### src/rtl/uart_pkg.sv
// uart_pkg: shared receiver state encoding, frame width and baud divisor helper
package uart_pkg;
    typedef enum logic [2:0] {IDLE, START, DATA, STOP, BREAK} state_t;
    localparam int UART_DATA_BITS = 8;
    function automatic int div_for(input int clk_hz, input int baud);
        return clk_hz / baud - 1;
    endfunction
endpackage

### src/rtl/uart_rx_fifo.sv
// uart_rx_fifo: registered sync FIFO with wrap-around pointers; pop and push may share a cycle
module uart_rx_fifo #(
    parameter int WIDTH = 8,
    parameter int DEPTH = 4
) (
    input  logic             clk,
    input  logic             reset,
    input  logic             push,
    input  logic             pop,
    input  logic [WIDTH-1:0] din,
    output logic [WIDTH-1:0] dout,
    output logic             full,
    output logic             empty
);
    localparam int AW = $clog2(DEPTH);
    logic [WIDTH-1:0] mem [DEPTH];
    logic [AW:0] wr_ptr, rd_ptr;
    logic do_push, do_pop;
    assign empty = wr_ptr == rd_ptr;
    assign full = (wr_ptr ^ rd_ptr) == {1'b1, {AW{1'b0}}};
    assign do_pop = pop && !empty;
    assign do_push = push && (!full || do_pop);
    assign dout = empty ? '0 : mem[rd_ptr[AW-1:0]];
    // pointer advance; the extra MSB separates full from empty
    always_ff @(posedge clk or posedge reset) begin
        if (reset) begin
            wr_ptr <= '0;
            rd_ptr <= '0;
        end else begin
            if (do_push) wr_ptr <= wr_ptr + 1'b1;
            if (do_pop) rd_ptr <= rd_ptr + 1'b1;
        end
    end
    // storage write; contents are don't-care until pointed at
    always_ff @(posedge clk) begin
        if (do_push) mem[wr_ptr[AW-1:0]] <= din;
    end
endmodule

### src/rtl/uart_receiver.sv
// uart_receiver: 8N1 receiver with input synchronizer, mid-bit sampling FSM and byte FIFO
module uart_receiver
    import uart_pkg::*;
#(
    parameter int DIV_WIDTH  = 16,
    parameter int FIFO_DEPTH = 4
) (
    input  logic                 clk,
    input  logic                 reset,
    input  logic [DIV_WIDTH-1:0] divisor,
    input  logic                 rx,
    output logic                 out_valid,
    input  logic                 out_ready,
    output logic [7:0]           out_data,
    output logic                 framing_error,
    output logic                 overflow,
    input  logic                 clear_errors,
    output logic                 busy
);
    state_t state, state_n;
    logic rx_m, rx_s;
    logic [DIV_WIDTH-1:0] cnt, div_l;
    logic [2:0] bit_idx;
    logic [UART_DATA_BITS-1:0] shift;
    logic tick, push, pop, full, empty, stop_bad;
    assign tick = cnt == '0;
    assign push = state == STOP && tick && rx_s;
    assign stop_bad = state == STOP && tick && !rx_s;
    assign pop = out_valid && out_ready;
    assign out_valid = !empty;
    assign busy = state != IDLE;
    // two-flop synchronizer for the asynchronous line, idling high
    always_ff @(posedge clk or posedge reset) begin
        if (reset) begin
            rx_m <= 1'b1;
            rx_s <= 1'b1;
        end else begin
            rx_m <= rx;
            rx_s <= rx_m;
        end
    end
    // state register
    always_ff @(posedge clk or posedge reset) begin
        if (reset) state <= IDLE;
        else state <= state_n;
    end
    // next state; a low stop bit parks in BREAK until the line returns high
    always_comb begin
        state_n = state;
        case (state)
            IDLE:    state_n = rx_s ? IDLE : START;
            START:   if (tick) state_n = rx_s ? IDLE : DATA;
            DATA:    if (tick && bit_idx == 3'd7) state_n = STOP;
            STOP:    if (tick) state_n = rx_s ? IDLE : BREAK;
            BREAK:   if (rx_s) state_n = IDLE;
            default: state_n = IDLE;
        endcase
    end
    // bit timer and shifter; divisor is captured at the start edge so later changes wait a frame
    always_ff @(posedge clk or posedge reset) begin
        if (reset) begin
            cnt <= '0;
            div_l <= '0;
            bit_idx <= '0;
            shift <= '0;
        end else if (state == IDLE) begin
            if (!rx_s) begin
                div_l <= divisor;
                cnt <= divisor >> 1;
            end
        end else if (state != BREAK) begin
            cnt <= tick ? div_l : cnt - DIV_WIDTH'(1);
            if (tick && state == START) bit_idx <= '0;
            if (tick && state == DATA) begin
                shift <= {rx_s, shift[UART_DATA_BITS-1:1]};
                bit_idx <= bit_idx + 3'd1;
            end
        end
    end
    // sticky error flags; a new event beats a simultaneous clear
    always_ff @(posedge clk or posedge reset) begin
        if (reset) begin
            framing_error <= 1'b0;
            overflow <= 1'b0;
        end else begin
            framing_error <= stop_bad | (framing_error & ~clear_errors);
            overflow <= (push & full & ~pop) | (overflow & ~clear_errors);
        end
    end
    uart_rx_fifo #(.WIDTH(UART_DATA_BITS), .DEPTH(FIFO_DEPTH)) u_fifo (
        .clk   (clk),
        .reset (reset),
        .push  (push),
        .pop   (pop),
        .din   (shift),
        .dout  (out_data),
        .full  (full),
        .empty (empty)
    );
endmodule

### config.mk
export PLATFORM = sky130hd
export DESIGN_NAME = uart_receiver
export DESIGN_NICKNAME = d
export VERILOG_FILES = /design/src/rtl/uart_pkg.sv /design/src/rtl/uart_rx_fifo.sv /design/src/rtl/uart_receiver.sv
export SDC_FILE = /design/constraint.sdc
export NUM_CORES = 1
export LEC_CHECK = 0
export CORE_MARGIN = 2
export CORE_UTILIZATION = 49
export DETAILED_ROUTE_END_ITERATION = 8
export DONT_BUFFER_PORTS = 1
export HOLD_SLACK_MARGIN = 0.05
export SETUP_SLACK_MARGIN = 0.4
export SLEW_MARGIN = 20
export SYNTH_ARGS = -nofsm -noshare
export SYNTH_HDL_FRONTEND = slang
export SYNTH_SLANG_ARGS = --single-unit
### constraint.sdc
create_clock -name clk -period 5.9 [get_ports clk]
set_clock_uncertainty 0.1 [all_clocks]
set_input_delay 1.18 -clock clk [delete_from_list [all_inputs] [get_ports clk]]
set_output_delay 1.18 -clock clk [all_outputs]
set_load 0.02 [all_outputs]
; ---- Word level (Yosys, flattened, before mapping)
; Memories as Yosys holds them, arrays and structs flattened.
; Cells that the tools add are included.
[word_totals]
reg_bits = 56
ram_bits = 32
output_inout_bits = 12
elab_cells = 80
memories = 1
[memory_table]
columns = memory, depth, word_bits, rd, rd_ports_with_merged_regs, write_ports, line_no
row1 = u_fifo.mem, 4, 8, 1, 0, 1, uart_rx_fifo.sv:16  ; logic [WIDTH-1:0] mem [DEPTH];
[classes]
n_addsub = 4
n_eq_ne = 13
mux = 17
bitwise_logic = 11
n_reduce_logical = 23
[ops]
columns = operator, n
row1 = 16-bit 2-to-1 mux, 4
row2 = 3-bit 2-to-1 mux, 7
row3 = 16-bit logical NOT, 1
row4 = "16-bit by 1-bit subtractor with 16-bit output, second input constant", 1
row5 = 3-bit case mux with 5 select lines, 1
row6 = "2-bit inequality test, second input constant", 5
row7 = "3-bit by 1-bit adder with 3-bit output, second input constant", 3
row8 = "3-bit == test, second input constant", 3
row9 = 1-bit logical AND, 9
row10 = 8-bit 2-to-1 mux, 1
row11 = "3-bit by 2-bit == test with 1-bit output, second input constant", 2
row12 = 3-bit AND reduction, 2
row13 = 1-bit AND, 4
row14 = 1-bit inverter, 4
row15 = 2-bit AND reduction, 2
row16 = 4-bit AND reduction, 1
row17 = 2-bit nonzero test, 2
row18 = "3-bit by 1-bit == test with 1-bit output, second input constant", 1
row19 = 3-bit == test, 1
row20 = 1-bit logical NOT, 3
row21 = 3-bit logical NOT, 1
row22 = 1-bit 2-to-1 mux, 3
row23 = "3-bit inequality test, second input constant", 1
row24 = 3-bit nonzero test, 1
row25 = other kinds (4), 5

; ---- Longest topological paths before layout
[depth]
ltp_word = 8
ltp_mapped = 9
depth_no_buf = 7

; ---- Hierarchy
; From an unflattened synthesis, not the netlist that was laid out.
[unflattened]
hier_cells = 351
hier_area_um2 = 4425.5
[modules_own_cells]
columns = module, instances, cells_per_inst, area_per_inst_um2, seq_area_each_um2
row1 = uart_receiver, 1, 265, 2760.1, 1253.7
row2 = uart_rx_fifo, 1, 86, 1665.3, 1111.1

; ---- Worst setup path before layout
; Ideal clock, no wire load.
[synth_path]
path_type = register to output
startpoint = reg u_fifo.rd_ptr[1]
endpoint = out out_data[0]
arrival_time_ns = 1.503
path_slack_ns = 3.117
path_stages_with_launch = 6
path_cell_list = dfrtp_1 clkbuf_1 xnor2_1 nand3_1 clkbuf_1 and2_1
[synth_between]
elab_chain_len = 2
elab_cells_between_ends = 3
cone_classes = eq/ne (1) / mux (1) / memory (1)
[synth_lines]
columns = element, line_no
row1 = start: declaration, uart_rx_fifo.sv:17  ; logic [AW:0] wr_ptr, rd_ptr;
row2 = start signal: assignment, uart_rx_fifo.sv:31  ; if (do_pop) rd_ptr <= rd_ptr + 1'b1;
row3 = memory 4 x 8 bit or 3-bit == test (tied branches), n/a
row4 = 8-bit 2-to-1 mux (*), uart_rx_fifo.sv:23  ; assign dout = empty ? '0 : mem[rd_ptr[AW-1:0]];
row5 = end: declaration, uart_receiver.sv:14  ; output logic [7:0] out_data,
; Mark *: on every way between the ends. The rest lies on a longest branch, timed or not.

; ---- Worst setup path after layout
[layout_path]
startpoint = reg state[1]
endpoint = out busy
[layout_between]
elab_chain_len = 1
[layout_lines]
columns = element, line_no
row1 = start: declaration, uart_receiver.sv:20  ; state_t state, state_n;
row2 = start signal: assignment, uart_receiver.sv:45  ; else state <= state_n;
row3 = 3-bit nonzero test, uart_receiver.sv:31  ; assign busy = state != IDLE;
row4 = end: declaration, uart_receiver.sv:18  ; output logic busy
; Every way passes these cells.

==> metrics.log <==
[metrics] number of flops mapped to enable cells by yosys: 32
[metrics] count of buffers added by post-CTS timing repair for setup: 0
[metrics] GRT met3 Usage: 0.05168
[metrics] largest net degree at the start of global routing: 57
[metrics] share of the synthesized area in the top cell type: 0.3236
[metrics] fraction of final layout cells with drive strength greater than 1: 0.1333
[metrics] Cell Rows: 33
[metrics] die area: 9276 sq um
[metrics] count of final setup violators: 0
[metrics] grt ovf: 0
[metrics] TritonCTS clock tree: yes
[metrics] post-layout minimum cycle time: 3.543 ns
[metrics] Post-route DRC: 0
[metrics] post-synthesis cell area: 4175 sq um
[metrics] Total Routing Usage GR: 0.1962
[metrics] number of fillers in the final layout: 723
[metrics] kind of end point of the critical path: primary output
[metrics] reported net switching power: 521.1 uW
[metrics] number of antenna repair diodes: 0
[metrics] Syn-to-layout area delta: 6.473%
[metrics] total wire length: 8.383 mm
[metrics] async set-reset flop share out of synthesis: 0.6364
[metrics] biggest fanout along the worst timing path: 15
[metrics] internal power summed over all cells: 1082 uW
[metrics] Post-CTS Resized: 0
[metrics] flip-flop and latch count after synthesis: 88
[metrics] Iter 0 DRT Violations: 109
[metrics] average via count per standard cell: 5.822
[metrics] count of different cell masters after synthesis: 52
[metrics] static leakage: 0.001839 uW
[metrics] die height: 96.31 microns
[metrics] clock slew at reported path FFs: 0.09 ns
[metrics] required time worst endpoint: 4.62 ns
[metrics] I/O pin count: 33
[metrics] syn nets: 391
[metrics] hold-fix buffer count after cts: 0
[metrics] fin. max-slew vios: 0
[metrics] hold violation count in the final report: 0
[metrics] post-layout util: 0.5383
[metrics] worst slew margin relative to its limit: 0.3210
[metrics] area inside the core boundary: 8258 sq um
[metrics] weighted congestion reported at the end of routability-driven placement: 0.8129
[metrics] critical path launch point type: flop
[metrics] Die X-Extent: 96.31 microns
[metrics] biggest area consumer among synthesized cells: sky130_fd_sc_hd__dfrtp_1
[metrics] 1st-pass router iterations: 4
[metrics] outcome: finished, final reports clean
[metrics] Inserted Clock Buffers: 9
[metrics] antenna violations before repair: 0
[metrics] sequential fraction of the synthesis area: 0.5664
[metrics] biggest area contributors in the synthesized netlist: sky130_fd_sc_hd__dfrtp_1, sky130_fd_sc_hd__edfxtp_1, sky130_fd_sc_hd__nand2_1
[metrics] proportion of total power due to net switching: 0.3250
[metrics] total of buffers placed on input and output ports: 0
[metrics] estimated wirelength of the detail-placed design: 5.493 mm
[metrics] part of the power in combinational logic: 0.238
[metrics] Detail Route Antenna Nets: 0
[metrics] level count of the clock H-tree: 3
[metrics] critical path start-end classification: flop to primary output
[metrics] post-synthesis instance total: 361
[metrics] setup repair after global routing missed its margin: no
[metrics] Worst-Skew Late Latency: 0.35 ns
[metrics] period utilization: 0.6005
[metrics] transition time at the pin with the least slew margin: 1.015 ns
[metrics] reg2reg path depth: 7
[metrics] maximum buffer depth of the clock tree: 2
[metrics] Total Negative Setup Slacks: 0 ns
[metrics] worst hold stages: 0
[metrics] number of sinks driven by the clock tree: 88
[metrics] Max Freq: 282.2 MHz
[metrics] Global Route met1 Usage: 0.2931
[metrics] power per cell area: 360.7 nW/um^2
[metrics] top_reg_cell synth: sky130_fd_sc_hd__dfrtp_1
[metrics] Syn Area/Cell: 11.57 sq um
[metrics] global-route wire length before repair: 13.48 mm
[metrics] type of the worst min-delay path: flop to flop
[metrics] maximum VDD drop: 128.7 uV
[metrics] maximum capacitance violations: 0
[metrics] Synth Warn #: 0
[metrics] critical path data arrival time: 2.26 ns
[metrics] share of total power in sequential cells: 0.494
[metrics] busiest layer in global routing: met1
[metrics] total number of vias: 2707
[metrics] root cell of the clock tree: sky130_fd_sc_hd__clkbuf_8
[metrics] starting density of the core: 0.5056
[metrics] number of global-route vias before repair: 2626
[metrics] clock group share of total power: 0.268
[metrics] wire length per cell: 18.03 microns
[metrics] met2 track utilization from global routing: 0.2824
[metrics] nets: 385
==> final timing paths <==
path	start	endpoint	slack, ns
min	rx_m$_DFF_PP1_	rx_s$_DFF_PP1_	0.26
min in group asynchronous	reset	shift[4]$_DFFE_PP0P_	0.82
max	state[1]$_DFFE_PP0P_	busy	2.36
max in group asynchronous	reset	state[0]$_DFFE_PP0P_	4.40
min reg2reg	rx_m$_DFF_PP1_	rx_s$_DFF_PP1_	0.26
max reg2reg	cnt[0]$_DFFE_PP0P_	u_fifo.mem[1][6]$_DFFE_PP_	2.90
==> synth_stat cells (all sizes together), types with 3 or more instances <==
| master | instances |
|---|---|
| mux2i | 5 |
| nand4 | 3 |
| edfxtp | 32 |
| nand2 | 58 |
| nor3 | 7 |
| dfrtp | 54 |
| o21ai | 18 |
| inv | 11 |
| o211ai | 5 |
| buf | 4 |
| a21oi | 9 |
| clkbuf | 16 |
| o31ai | 6 |
| nand2b | 3 |
| a22oi | 4 |
| mux4 | 8 |
| ha | 9 |
| nor2 | 14 |
| mux2 | 12 |
| nor4 | 4 |
| a2bb2oi | 5 |
| nand3 | 12 |
| xnor2 | 12 |
| a31oi | 4 |
| and2 | 15 |
==> registers in the layout, indices dropped and copies added (netlist names) <==
name,count
rx_m,1
bit_idx,3
cnt,16
div_l,16
u_fifo.wr_ptr,3
overflow,1
shift,8
state,3
u_fifo.rd_ptr,3
u_fifo.mem,32
framing_error,1
rx_s,1
==> power by group through the flow <==
stage               Clock, uW  Combinational (uW)  Sequential, uW
floorplan                   0                 380             748
global placement            0                 381             804
detailed placement          0                 386             805
CTS                       440                 387             793
global route              468                 419             808
finish                    429                 381             793
==> worst max-delay path, stage by stage (launching register included) <==
cell                      delay (ns)
sky130_fd_sc_hd__dfrtp_1        0.48
sky130_fd_sc_hd__or2_2          0.47
sky130_fd_sc_hd__nor2_1         0.61
sky130_fd_sc_hd__inv_1          0.34
==> layer usage <==
layer | share of wire | vias up | routed length [microns]
met2 | 0.44 | 58 | 3695
met3 | 0.055 | 8 | 457
met5 | 0 | - | 0
met1 | 0.49 | 1334 | 4148
li1 | - | 1307 | -
met4 | 0.0098 | 0 | 82
==> per-stage QoR <==
stage | hold slack [ns] | power (uW) | cells | worst slack [ns] | cell area (sq um)
after detailed placement | 0.2473 | 1191 | 449 | 2.767 | 4243
after floorplan | 0.2452 | 1128 | 361 | 3.117 | 4175
after global placement | 0.2467 | 1185 | 449 | 2.819 | 4243
final | 0.2555 | 1604 | 465 | 2.357 | 4446
after CTS | 0.2606 | 1620 | 465 | 2.359 | 4446
after global routing | 0.2653 | 1696 | 465 | 2.187 | 4446
==> cell type report <==
cell class                 count  area (sq um)  area share
sequential                    88          2365      0.5319
tap                          105         131.4     0.02955
multi-input combinational    242          1683      0.3786
inverter                      11         41.29    0.009288
clock buffer                  10         137.6     0.03096
clock inverter                 6         65.06     0.01464
timing repair buffer           3         22.52    0.005066
==> placed cells by master, fill, tap and decap left out, types with 3 or more instances in the layout <==
cell type,count
sky130_fd_sc_hd__edfxtp_1,32
sky130_fd_sc_hd__xnor2_1,12
sky130_fd_sc_hd__nand3_1,12
sky130_fd_sc_hd__ha_1,9
sky130_fd_sc_hd__a2bb2oi_1,5
sky130_fd_sc_hd__o211ai_1,5
sky130_fd_sc_hd__nand4_1,3
sky130_fd_sc_hd__mux2_2,11
sky130_fd_sc_hd__a22oi_1,4
sky130_fd_sc_hd__dfrtp_1,54
sky130_fd_sc_hd__nand2_1,58
sky130_fd_sc_hd__a21oi_1,9
sky130_fd_sc_hd__clkbuf_8,10
sky130_fd_sc_hd__buf_4,3
sky130_fd_sc_hd__inv_1,10
sky130_fd_sc_hd__o21ai_0,18
sky130_fd_sc_hd__nor4_1,3
sky130_fd_sc_hd__nor2_1,14
sky130_fd_sc_hd__nor3_1,6
sky130_fd_sc_hd__mux2i_1,5
sky130_fd_sc_hd__and2_1,15
sky130_fd_sc_hd__a31oi_1,4
sky130_fd_sc_hd__o31ai_1,6
sky130_fd_sc_hd__mux4_2,8
==> cell families (layout without fill, tap and decap cells) <==
| logic type | count (synthesis) | in the layout | synth area share |
|---|---|---|---|
| adders and majority gates | 9 | 9 | 0.02697 |
| DFF | 88 | 88 | 0.5664 |
| buffers and inverters | 31 | 30 | 0.03057 |
| and+or+nand+nor | 128 | 128 | 0.1528 |
| xor gates and xnor gates | 12 | 12 | 0.02517 |
| AOI/OAI and AO/OA | 68 | 68 | 0.1106 |
| muxes | 25 | 25 | 0.08750 |
(Power assumes the default switching activity.)
